==> src/rtl/hilo_unit_pkg.sv <==
// Shared constants for the HI/LO special-register unit: operand-source
// encodings and the default data width.
package hilo_unit_pkg;
   localparam int HILO_WIDTH = 32;

   localparam logic HILO_SRC_ALU = 1'b0;
   localparam logic HILO_SRC_RD1 = 1'b1;
endpackage

==> src/rtl/hilo_unit_if.sv <==
// EX-side bundle of the HI/LO unit: capture controls and data from EX,
// forwarded and committed HI/LO back out.
interface hilo_unit_if #(
   parameter int WIDTH = 32
);
   logic             stall_in;
   logic             flush_in;
   logic             ex_hi_we;
   logic             ex_lo_we;
   logic             ex_src;
   logic [WIDTH-1:0] R1;
   logic [WIDTH-1:0] R2;
   logic [WIDTH-1:0] RD1;
   logic [WIDTH-1:0] HI_fwd;
   logic [WIDTH-1:0] LO_fwd;
   logic [WIDTH-1:0] HI_arch;
   logic [WIDTH-1:0] LO_arch;

   // No valid/ready here: EX presents one instruction per unstalled cycle,
   // stall_in is the only back-pressure and flush_in kills the EX slot.
   modport master (
      output stall_in, flush_in, ex_hi_we, ex_lo_we, ex_src, R1, R2, RD1,
      input  HI_fwd, LO_fwd, HI_arch, LO_arch
   );

   modport slave (
      input  stall_in, flush_in, ex_hi_we, ex_lo_we, ex_src, R1, R2, RD1,
      output HI_fwd, LO_fwd, HI_arch, LO_arch
   );
endinterface

==> src/rtl/hilo_unit_slot.sv <==
// One pipeline slot {hi_we, lo_we, hi_val, lo_val}: sync reset, hold and
// a kill input that turns the incoming entry into a bubble.
module hilo_unit_slot #(
   parameter int WIDTH = 32
) (
   input  logic             clk,
   input  logic             rst,
   input  logic             hold,
   input  logic             kill,
   input  logic             hi_we_d,
   input  logic             lo_we_d,
   input  logic [WIDTH-1:0] hi_val_d,
   input  logic [WIDTH-1:0] lo_val_d,
   output logic             hi_we,
   output logic             lo_we,
   output logic [WIDTH-1:0] hi_val,
   output logic [WIDTH-1:0] lo_val
);
   always_ff @(posedge clk) begin
      if (rst) begin
         hi_we  <= 1'b0;
         lo_we  <= 1'b0;
         hi_val <= '0;
         lo_val <= '0;
      end else if (!hold) begin
         // Data still loads on a kill; only the write enables matter.
         hi_we  <= hi_we_d & ~kill;
         lo_we  <= lo_we_d & ~kill;
         hi_val <= hi_val_d;
         lo_val <= lo_val_d;
      end
   end
endmodule

==> src/rtl/hilo_unit.sv <==
// HI/LO unit: MEM and WB slots behind EX, architectural HI/LO committed at
// WB, and youngest-first forwarding of HI/LO back into EX.
module hilo_unit
   import hilo_unit_pkg::*;
#(
   parameter int WIDTH = HILO_WIDTH
) (
   input logic          clk_in,
   input logic          rst_in,
   hilo_unit_if.slave   bus
);
   logic             hold;
   logic [WIDTH-1:0] cap_hi;
   logic [WIDTH-1:0] cap_lo;

   logic             mem_hi_we, mem_lo_we;
   logic [WIDTH-1:0] mem_hi_val, mem_lo_val;
   logic             wb_hi_we, wb_lo_we;
   logic [WIDTH-1:0] wb_hi_val, wb_lo_val;
   logic [WIDTH-1:0] hi_arch_q, lo_arch_q;

   // A flush must still drain the pipe, so it overrides a concurrent stall.
   assign hold   = bus.stall_in & ~bus.flush_in;
   assign cap_hi = (bus.ex_src == HILO_SRC_RD1) ? bus.RD1 : bus.R2;
   assign cap_lo = (bus.ex_src == HILO_SRC_RD1) ? bus.RD1 : bus.R1;

   hilo_unit_slot #(.WIDTH(WIDTH)) u_mem (
      .clk      (clk_in),
      .rst      (rst_in),
      .hold     (hold),
      .kill     (bus.flush_in),
      .hi_we_d  (bus.ex_hi_we),
      .lo_we_d  (bus.ex_lo_we),
      .hi_val_d (cap_hi),
      .lo_val_d (cap_lo),
      .hi_we    (mem_hi_we),
      .lo_we    (mem_lo_we),
      .hi_val   (mem_hi_val),
      .lo_val   (mem_lo_val)
   );

   hilo_unit_slot #(.WIDTH(WIDTH)) u_wb (
      .clk      (clk_in),
      .rst      (rst_in),
      .hold     (hold),
      .kill     (1'b0),
      .hi_we_d  (mem_hi_we),
      .lo_we_d  (mem_lo_we),
      .hi_val_d (mem_hi_val),
      .lo_val_d (mem_lo_val),
      .hi_we    (wb_hi_we),
      .lo_we    (wb_lo_we),
      .hi_val   (wb_hi_val),
      .lo_val   (wb_lo_val)
   );

   always_ff @(posedge clk_in) begin
      if (rst_in) begin
         hi_arch_q <= '0;
         lo_arch_q <= '0;
      end else if (!hold) begin
         if (wb_hi_we) hi_arch_q <= wb_hi_val;
         if (wb_lo_we) lo_arch_q <= wb_lo_val;
      end
   end

   // Youngest in-flight write wins, resolved per half; registered state only.
   assign bus.HI_fwd  = mem_hi_we ? mem_hi_val : (wb_hi_we ? wb_hi_val : hi_arch_q);
   assign bus.LO_fwd  = mem_lo_we ? mem_lo_val : (wb_lo_we ? wb_lo_val : lo_arch_q);
   assign bus.HI_arch = hi_arch_q;
   assign bus.LO_arch = lo_arch_q;
endmodule

==> src/flat_wrapper.sv <==
// flat-port wrapper written by rule: the top's interface ports become plain ports
module hilo_unit_flat import hilo_unit_pkg::*;
#(
   parameter int WIDTH = HILO_WIDTH
)
  (clk_in, rst_in, bus_stall_in, bus_flush_in, bus_ex_hi_we, bus_ex_lo_we, bus_ex_src, bus_R1, bus_R2, bus_RD1, bus_HI_fwd, bus_LO_fwd, bus_HI_arch, bus_LO_arch);
  hilo_unit_if #(.WIDTH(WIDTH)) bus_i ();
  input logic clk_in;
  input logic rst_in;
  input wire logic [$bits(bus_i.stall_in)-1:0] bus_stall_in;
  input wire logic [$bits(bus_i.flush_in)-1:0] bus_flush_in;
  input wire logic [$bits(bus_i.ex_hi_we)-1:0] bus_ex_hi_we;
  input wire logic [$bits(bus_i.ex_lo_we)-1:0] bus_ex_lo_we;
  input wire logic [$bits(bus_i.ex_src)-1:0] bus_ex_src;
  input wire logic [$bits(bus_i.R1)-1:0] bus_R1;
  input wire logic [$bits(bus_i.R2)-1:0] bus_R2;
  input wire logic [$bits(bus_i.RD1)-1:0] bus_RD1;
  output wire logic [$bits(bus_i.HI_fwd)-1:0] bus_HI_fwd;
  output wire logic [$bits(bus_i.LO_fwd)-1:0] bus_LO_fwd;
  output wire logic [$bits(bus_i.HI_arch)-1:0] bus_HI_arch;
  output wire logic [$bits(bus_i.LO_arch)-1:0] bus_LO_arch;
  assign bus_i.stall_in = bus_stall_in;
  assign bus_i.flush_in = bus_flush_in;
  assign bus_i.ex_hi_we = bus_ex_hi_we;
  assign bus_i.ex_lo_we = bus_ex_lo_we;
  assign bus_i.ex_src = bus_ex_src;
  assign bus_i.R1 = bus_R1;
  assign bus_i.R2 = bus_R2;
  assign bus_i.RD1 = bus_RD1;
  assign bus_HI_fwd = bus_i.HI_fwd;
  assign bus_LO_fwd = bus_i.LO_fwd;
  assign bus_HI_arch = bus_i.HI_arch;
  assign bus_LO_arch = bus_i.LO_arch;
  hilo_unit #(.WIDTH(WIDTH)) u_core (.clk_in(clk_in), .rst_in(rst_in), .bus(bus_i));
endmodule
==> config.mk <==
export PLATFORM = sky130hd
export DESIGN_NAME = hilo_unit_flat
export DESIGN_NICKNAME = d
export VERILOG_FILES = /design/src/rtl/hilo_unit_pkg.sv /design/src/rtl/hilo_unit_if.sv /design/src/rtl/hilo_unit_slot.sv /design/src/rtl/hilo_unit.sv /design/src/flat_wrapper.sv
export SDC_FILE = /design/constraint.sdc
export NUM_CORES = 1
export LEC_CHECK = 0
export ABC_AREA = 0
export CELL_PAD_IN_SITES_DETAIL_PLACEMENT = 1
export CELL_PAD_IN_SITES_GLOBAL_PLACEMENT = 2
export CORE_UTILIZATION = 30
export DETAILED_ROUTE_END_ITERATION = 8
export GPL_TIMING_DRIVEN = 1
export HOLD_SLACK_MARGIN = 0.02
export PLACE_DENSITY_LB_ADDON = 0.1
export SYNTH_ARGS = -nofsm -noshare
export SYNTH_HDL_FRONTEND = slang
export SYNTH_SLANG_ARGS = --single-unit
==> constraint.sdc <==
create_clock -name clk_in -period 3 [get_ports clk_in]
set_clock_uncertainty 0.2 [all_clocks]
set_input_delay 0.75 -clock clk_in [delete_from_list [all_inputs] [get_ports clk_in]]
set_output_delay 0.75 -clock clk_in [all_outputs]
set_load 0.03 [all_outputs]
==> flow_summary.json <==
{
  "outcome": "complete, no violations",
  "design.final.nets": 1361,
  "ys_seq_elements": 196,
  "final_common_cell": "nand2_1",
  "number_of_buffers_added_by_the_clock_tree_synthesis_step": 17,
  "rsz0062_at_grt": "false",
  "compound_gate_fraction_of_synth_area_pct": 20.10,
  "globalRouteOverflowTotal": 0,
  "layout-area-overhead-vs-synth_pct": 37.01,
  "dr_total_vias": 8205,
  "worstPathCellList": "mux2i_1 > o21ai_0 > clkdlybuf4s50_1",
  "combinational_family_with_the_most_area_after_synthesis": "compound AO/OA/AOI/OAI gates",
  "xor_xnor_fraction_of_synth_area_pct": 0,
  "worstRegToRegCells": 5,
  "timing.rr.end": "u_core.bus.HI_arch[1]",
  "placement_rows": 62,
  "coreArea_mm2": 0.02878,
  "cts.reportedPaths.clkPinSlew_ns": 0.08,
  "max_stage_delay_ns": 0.74,
  "timing.setup.tns_ns": 0,
  "max-cap-violations": 0,
  "power.static_leakage_nw": 4.595,
  "floorplan.die_area_mm2": 0.03008,
  "layout_worst_path_cycle_share_pct": 97.47,
  "first_element_of_the_critical_path": "u_core.u_wb.lo_we",
  "crit_path_top_delay_cell": "clkdlybuf4s50_1",
  "post_layout_util_pct": 41.97,
  "postSynthNetCount": 1187,
  "worst-r2r-setup-slack_ns": 1.23,
  "timing.final.hold_violations": 0,
  "grt_max_degree": 89,
  "floorplan.die.height_um": 173.4,
  "grt.total_usage_pct": 19.51,
  "vdd_drop_max_mv": 0.2520,
  "synth_cells": 1084,
  "gp_congestion": 0.7993,
  "final_layout_size_suffix_gt1_share_pct": 7.710,
  "regToRegStartpoint": "u_core.u_wb.hi_we",
  "synth_adder_area_share_pct": 0,
  "hold_path.startpoint": "u_core.u_mem.lo_val[4]",
  "tightestPinTransition_ns": 0.4346,
  "detailed_place_hpwl_um": 20220,
  "yosysUniqueCellTypes": 18,
  "timing.critical_path.required_ns": 2.05,
  "critical-path-top-delay-family": "buffers and inverters",
  "tritoncts_clock_tree": "built",
  "portion_of_netlist_area_occupied_by_mux_cells_pct": 14.76,
  "worst_case_hold_path_end_point": "u_core.u_wb.lo_val[4]",
  "number_of_antenna_violations_at_the_first_check_in_global_routing": 2,
  "min_period_ns": 2.924,
  "post_drt_wl_per_cell_um": 17.72,
  "drc_errors": 0,
  "worst_hold_path.num_cells": 2,
  "critical_path_cell_count": 3,
  "worst-endpoint-arrival_ns": 1.97,
  "horiz_die_dim_um": 173.4,
  "ioPinCount": 231,
  "worst_skew_pair.late_latency_ns": 0.43,
  "syn-mean-instance-area_um2": 8.133,
  "setup-violations-final": 0,
  "placement.io_buffers": 230,
  "layout.filler_cells": 3369,
  "clock_tree.htree_level_count": 4,
  "cp-start-kind": "register",
  "first_pass_grt_wire_length_um": 46630,
  "initialDrtViolationCount": 385,
  "clk_path_buf_depth": 2,
  "synthSimpleGateAreaFrac_pct": 14.97,
  "critPathCaptureType": "output pin",
  "synth-seq-area-share_pct": 44.51,
  "drt.antenna.violating_nets": 0,
  "slew_headroom_pct": 70.72,
  "drt_wl_total_um": 29370,
  "number_of_global_route_vias_before_repair": 8149,
  "post_drt_via_cell_ratio": 4.952,
  "hold_path.class": "register to register",
  "crit_buf_inv": 1,
  "cts.hold.buffers_added": 0,
  "power.density_mw_per_mm2": 477.9,
  "worst-path-max-fanout": 6,
  "achievable-frequency_mhz": 342.0,
  "ys.warnings.count": 0,
  "cts_sinks": 196,
  "clock_tree_root_driver_cell": "clkbuf_16",
  "most_used_cells_in_the_layout_excluding_fill_and_tap_cells": "nand2_1, dfxtp_1, clkdlybuf4s50_1, mux2i_1, a21oi_1",
  "slew_violations": 0,
  "dr.pass1.iters": 5,
  "worst-setup-path-type": "register to output pin",
  "floorplan.initialDensity_pct": 30.63,
  "syn-cell-area_mm2": 0.008816
}
cell type report:
| class | count | area [um^2] | share of cell area [%] |
|---|---|---|---|
| Multi-Input combinational cell | 780 | 4403 | 36.45 |
| Sequential cell | 196 | 3929 | 32.53 |
| Timing Repair Buffer | 261 | 2694 | 22.30 |
| Tap cell | 384 | 480.5 | 3.978 |
| Clock buffer | 17 | 425.4 | 3.522 |
| Clock inverter | 15 | 135.1 | 1.119 |
| Inverter | 2 | 7.507 | 0.06215 |
| Antenna cell | 2 | 5.005 | 0.04143 |
synth_stat cells (all sizes together):
cell type  instances  area share, %
nor2              64            2.7
nand2b             1          0.071
nand3             64            3.6
o21ai            128            7.3
a21oi            130            7.4
inv                2          0.085
a211oi            64            5.4
nand2            196            8.3
nor3               2           0.11
and2b              1          0.085
dfxtp            196             45
clkbuf            51            2.2
mux2i            130             15
buf               55            3.4
layer usage:
layer  vias to the layer above  routed length [um]  track usage, %
met4                         0                 320           4.794
met5                         -                   0               0
met2                       126               13170           30.34
met3                        19                 965           3.202
met1                      3930               14910           27.94
li1                       4130                   -               -
worst max path at each step:
| stage | to | slack [ns] |
|---|---|---|
| finish | bus_LO_fwd[6] | 0.08 |
| global route | bus_LO_fwd[6] | 0.03 |
| CTS | bus_HI_fwd[27] | 0.005 |
| detailed placement | bus_HI_fwd[19] | 0.38 |
| global placement | bus_HI_fwd[21] | 0.37 |
| floorplan | bus_LO_fwd[10] | 0.52 |
registers in the layout (all words and copies together) (netlist names):
name                 cells
u_core.u_wb.hi_val      32
u_core.bus.HI_arch      32
u_core.u_mem.lo_we       1
u_core.u_wb.hi_we        1
u_core.u_mem.lo_val     32
u_core.u_wb.lo_we        1
u_core.u_mem.hi_val     32
u_core.u_mem.hi_we       1
u_core.u_wb.lo_val      32
u_core.bus.LO_arch      32
stage by stage:
stage          power (mW)  hold slack (ns)  setup WS [ns]  instances  area [um^2]
2_1_floorplan       3.238           0.2447         0.5168       1084         8816
3_3_place_gp        3.583           0.2556         0.3740       1623        11500
3_5_place_dp        3.590           0.2640         0.3805       1623        11500
4_1_cts             5.859           0.2714       0.004615       1655        12040
5_1_grt             6.046           0.2930        0.03149       1656        12080
6_report            5.773           0.2704        0.07587       1657        12080
logic make-up (layout without fill, tap and decap cells):
family	Yosys count	after routing
AO/OA/AOI/OAI	322	322
buffers and inverters	108	295
flip-flops	196	196
multiplexers	130	130
other	0	2
AND/OR/NAND/NOR	328	328
report_power, final:
| group | leakage (nW) | switching (mW) | total [mW] | internal, mW |
|---|---|---|---|---|
| sequential | 1.61 | 0.111 | 2.83 | 2.72 |
| combinational | 2.71 | 0.372 | 0.685 | 0.313 |
| clock | 0.282 | 1.15 | 2.25 | 1.10 |
| total | 4.59 | 1.63 | 5.77 | 4.14 |
worst min-delay path: cells and delay by family (launching register included):
family,cells,cell delay [ns]
flops,1,0.33
simple gates,1,0.06
compound gates,1,0.05
timing repair:
| action | CTS | global route |
|---|---|---|
| pin swaps | 0 | 0 |
| gates resized for setup | 23 | 17 |
| endpoints found under the setup margin | 23 | 17 |
| buffers inserted | 0 | 0 |
| endpoints found under the hold margin | 0 | 0 |
Note: power is estimated with default switching activity, not from simulation.
